`src/rtl/ped_signal_ctrl.sv`:
```
// Pedestrian WALK/DON'T-WALK controller slaved to the vehicle light; grants walk only on a red edge.
// Latency: all outputs registered, walk rises one edge after red_edge && request; no backpressure.
// Backpressure: none; requests are latched in req_pending until the next eligible red edge.
module ped_signal_ctrl #(
  parameter int WALK_CYCLES  = 8,
  parameter int FLASH_CYCLES = 6,
  parameter int CNT_W        = 4
) (
  input  logic             clock,
  input  logic             reset_n,
  input  logic [2:0]       light,
  input  logic             ped_req,
  output logic             walk,
  output logic             dont_walk,
  output logic [CNT_W-1:0] countdown,
  output logic             req_pending,
  output logic             light_err
);

  localparam int WC_W = (WALK_CYCLES > 1) ? $clog2(WALK_CYCLES) : 1;

  typedef enum logic [1:0] {IDLE, WALK, FLASH, HOLD} state_t;

  state_t           state_q, state_d;
  logic             red_q, red_d;
  logic [WC_W-1:0]  wcnt_q, wcnt_d;
  logic             walk_q, walk_d;
  logic             dont_walk_q, dont_walk_d;
  logic [CNT_W-1:0] countdown_q, countdown_d;
  logic             req_pending_q, req_pending_d;
  logic             light_err_q, light_err_d;

  logic is_red, illegal, red_edge, req_any;

  assign is_red   = (light == 3'b100);
  assign illegal  = !((light == 3'b100) || (light == 3'b010) || (light == 3'b001));
  assign red_edge = is_red && !red_q;
  assign req_any  = req_pending_q | ped_req;

  always_comb begin
    state_d       = state_q;
    red_d         = is_red;
    wcnt_d        = wcnt_q;
    walk_d        = 1'b0;
    dont_walk_d   = 1'b1;
    countdown_d   = '0;
    req_pending_d = req_pending_q;
    light_err_d   = illegal;

    // Illegal codes force a safe IDLE and freeze the pending request.
    if (illegal) begin
      state_d = IDLE;
    end else begin
      case (state_q)
        IDLE: begin
          if (red_edge && req_any) begin
            state_d       = WALK;
            req_pending_d = 1'b0;
            walk_d        = 1'b1;
            dont_walk_d   = 1'b0;
            wcnt_d        = WC_W'(WALK_CYCLES - 1);
          end else begin
            req_pending_d = req_any;
          end
        end
        WALK: begin
          if (!is_red) begin
            state_d = IDLE;
          end else if (wcnt_q == '0) begin
            state_d     = FLASH;
            countdown_d = CNT_W'(FLASH_CYCLES - 1);
          end else begin
            wcnt_d      = wcnt_q - 1'b1;
            walk_d      = 1'b1;
            dont_walk_d = 1'b0;
          end
        end
        FLASH: begin
          if (!is_red) begin
            state_d = IDLE;
          end else begin
            req_pending_d = req_any;
            if (countdown_q == '0) begin
              state_d = HOLD;
            end else begin
              countdown_d = countdown_q - 1'b1;
              dont_walk_d = ~dont_walk_q;
            end
          end
        end
        HOLD: begin
          req_pending_d = req_any;
          if (!is_red) state_d = IDLE;
        end
        default: state_d = IDLE;
      endcase
    end
  end

  always_ff @(posedge clock) begin
    if (!reset_n) begin
      state_q       <= IDLE;
      red_q         <= 1'b1;
      wcnt_q        <= '0;
      walk_q        <= 1'b0;
      dont_walk_q   <= 1'b1;
      countdown_q   <= '0;
      req_pending_q <= 1'b0;
      light_err_q   <= 1'b0;
    end else begin
      state_q       <= state_d;
      red_q         <= red_d;
      wcnt_q        <= wcnt_d;
      walk_q        <= walk_d;
      dont_walk_q   <= dont_walk_d;
      countdown_q   <= countdown_d;
      req_pending_q <= req_pending_d;
      light_err_q   <= light_err_d;
    end
  end

  assign walk        = walk_q;
  assign dont_walk   = dont_walk_q;
  assign countdown   = countdown_q;
  assign req_pending = req_pending_q;
  assign light_err   = light_err_q;

endmodule

```
`config.mk`:
```
export PLATFORM = sky130hd
export DESIGN_NAME = ped_signal_ctrl
export DESIGN_NICKNAME = d
export VERILOG_FILES = /design/src/rtl/ped_signal_ctrl.sv
export SDC_FILE = /design/constraint.sdc
export NUM_CORES = 1
export LEC_CHECK = 0
export BUFFER_PORTS_ARGS = -buffer_cell sky130_fd_sc_hd__buf_2
export CORE_MARGIN = 4
export CORE_UTILIZATION = 53
export CTS_CLUSTER_SIZE = 16
export DETAILED_ROUTE_END_ITERATION = 7
export PLACE_DENSITY = 0.76
export SETUP_SLACK_MARGIN = 0.3
export SYNTH_ARGS = -nofsm -noshare
export SYNTH_HDL_FRONTEND = slang
export SYNTH_SLANG_ARGS = --single-unit
```
`constraint.sdc`:
```
create_clock -name clock -period 2.2 [get_ports clock]
set_input_delay 0.11 -clock clock [delete_from_list [all_inputs] [get_ports clock]]
set_output_delay 0.11 -clock clock [all_outputs]
set_load 0.05 [all_outputs]
```
==> flow_summary.toml <==
[placement]
portBuffers = 13
hpwl_um = 1190
place_congestion = 0.774

[grt]
track_usage_pct = 16.2
grt_pass1_wl_um = 2510
overflow = 0
antenna_found_initial = 0
first_global_vias = 602
grt_start_max_net_pins = 12

[pwr]
powerDensity_nw_per_um2 = 495
power.leakage_nw = 0.372
peakVddDrop_mv = 0.300

[yosys]
yosysWarnings = 0
synth_cells = 90
synthTopCellsByCount = "14 x dfxtp_1, 9 x ha_1, 9 x inv_1, 8 x nor2_1"
synth_most_common_cell = "dfxtp_1"
async_flop_share_pct = 0
synth_top_area_cell = "dfxtp_1"
ys_types = 36
ys.flop_type = "dfxtp_1"
yosysTopAreaCellShare_pct = 33.3
ys_ff_latch = 14
syn_nets = 105
synth_edf_count = 0
yosysSeqAreaShare_pct = 33.3
syn-cell-area_um2 = 841
synthTopCellsByArea = "dfxtp_1 33%, ha_1 13%, inv_1 4.0%"
avgSynthCellArea_um2 = 9.34

[worst_hold_path]
holdCritPathClass = "primary input to flop"

[drt]
route.detailed.drc = 0
via_count = 684
drt-pass1-iter-count = 4
wl_per_cell_um = 12.6
antenna_left = 0
wl_um = 1500
detail_route.vias_per_cell = 5.75
first_iter_violations = 17

[timing]
hold_slack_ns = 0.103
finalCritPeriodShare_pct = 74.5
setup_viol = 0
fin_crit_ns = 1.64
tightest_slew_ns = 0.442
drv_slew = 0
grt_setup_unrepaired = "no"
setup_tns_ns = 0
timing.fmax_mhz = 610
hold_violations = 0
fin_worst_skew_ns = 0.00285
timing.slew.headroom_pct = 70.5

[floorplan]
core_area_um2 = 1510
die_h_um = 47.8
io-pin-count = 14
die_width_um = 47.8
start_util_pct = 55.8
dieArea_um2 = 2290
std_cell_rows = 14

[clocking]
clockBufferDepth = 2
htreeDepth = 1
cts.hold.buffers_added = 0
clkLatencyLatePin_ns = 0.27
cts_tree = "built"
cts_resized = 0
cts-root-buf = "clkbuf_4"
clk_pin_slew_worst_paths_ns = 0.08
cts.sinks = 14
cts-buffers-inserted = 3
post-cts-setup-buffers = 0

[setup_path]
worstPathMaxFanout = 11
max_stage_delay_ns = 0.47
crit_chain = "inv_1 > ha_1 > o21ai_2 > nand2_1 > or4_4"
end_kind = "flop"
worst-path-buf-inv = 1
criticalPathCategory = "flop to flop"
critPathSlowestCell = "or4_4"
cpLargestDelayFamily = "simple AND/OR/NAND/NOR gates"
worstPathRequired_ns = 2.35
worstPathArrival_ns = 1.79
start_kind = "flop"

[final_layout]
antenna_cells = 0
layout-drive-gt1-share_pct = 25.2
final_nets = 120
syn_to_final_growth_pct = 10.4

[run_status]
outcome = "finished clean"

[flow_run]
drv_cap = 0
[kinds of logic (layout without fill, tap and decap cells)]
kind of cell / Yosys count / after routing / share of synthesized area [%]
buffers and inverters: 12 / 25 / 6.40
adder cells (fa/ha/maj): 9 / 9 / 13.4
XOR/XNOR: 3 / 3 / 3.13
AO/OA/AOI/OAI: 22 / 22 / 23.7
AND/OR/NAND/NOR: 29 / 29 / 18.9
flip-flops: 14 / 14 / 33.3
multiplexers: 1 / 1 / 1.19
[sequential cells by signal, summed over array words and instances, names as in the netlist]
signal / count
wcnt_q: 3
walk: 1
light_err: 1
dont_walk: 1
state_q: 2
req_pending: 1
red_q: 1
countdown: 4
[layer usage]
metal | GRT usage (%) | share of wire, % | vias up | wire length, um
met5 | 0 | 0 | - | 0
met4 | 8.06 | 2.7 | 0 | 41
met3 | 4.51 | 5.2 | 5 | 78
met2 | 24.8 | 46 | 14 | 697
met1 | 20.8 | 45 | 310 | 682
li1 | - | - | 355 | -
[through the flow]
stage          setup slack [ns]  power [mW]  util (%)  cells  area (um2)
2_1_floorplan             0.438       0.313         -     90         841
3_3_place_gp              0.512       0.326      60.1    116         906
3_5_place_dp              0.471       0.327      60.1    116         906
4_1_cts                   0.551       0.468      61.6    119         928
5_1_grt                   0.480       0.485      61.6    119         928
6_report                  0.562       0.459      61.6    119         928
[placed cells by master (no fill, tap or decap)]
cell type	synthesis	routed
dfxtp_1	14	14
buf_2	1	13
inv_1	9	9
ha_1	9	9
nor2_1	8	8
nand3_1	4	4
nand2_1	4	4
nor3_1	4	4
xnor2_1	3	3
o221a_2	3	3
a21oi_1	3	3
clkbuf_4	0	3
o21ai_2	2	2
o21a_1	2	2
a211oi_1	2	2
or3b_4	1	1
a211o_1	1	1
nor3b_1	1	1
nor2b_1	1	1
o31ai_4	1	1
o2111a_2	1	1
or4_1	1	1
nand2b_1	1	1
o211a_1	1	1
mux2i_1	1	1
and2_1	1	1
a41oi_1	1	1
nand2_4	1	1
a32oi_1	1	1
or4_4	1	1
nor4_1	1	1
o31ai_1	1	1
a31oi_1	1	1
o21bai_1	1	1
o2111a_1	1	1
[worst paths after layout]
check | from | endpoint | depth (start not counted) | slack [ns]
min reg2reg | state_q[1] | state_q[1] | 2 | 0.55
max reg2reg | state_q[1] | dont_walk | 5 | 0.56
max | state_q[1] | dont_walk | 5 | 0.56
min | reset_n | red_q | 2 | 0.10
[where the power goes]
group	leakage, nW	switching (mW)	internal, mW
combinational	0.245	0.0388	0.0192
clock	0.0138	0.0757	0.0634
sequential	0.114	0.00368	0.259
total	0.372	0.118	0.341
[final cells by class]
type                    instances  area (um2)
fillers                       145         578
multi-input cells              64         507
flip-flops and latches         14         280
repair buffers                 13        65.1
inverters                       9        33.8
clock buffers                   3        22.5
well taps                      16        20.0
Note: power is estimated with default switching activity, not from simulation.
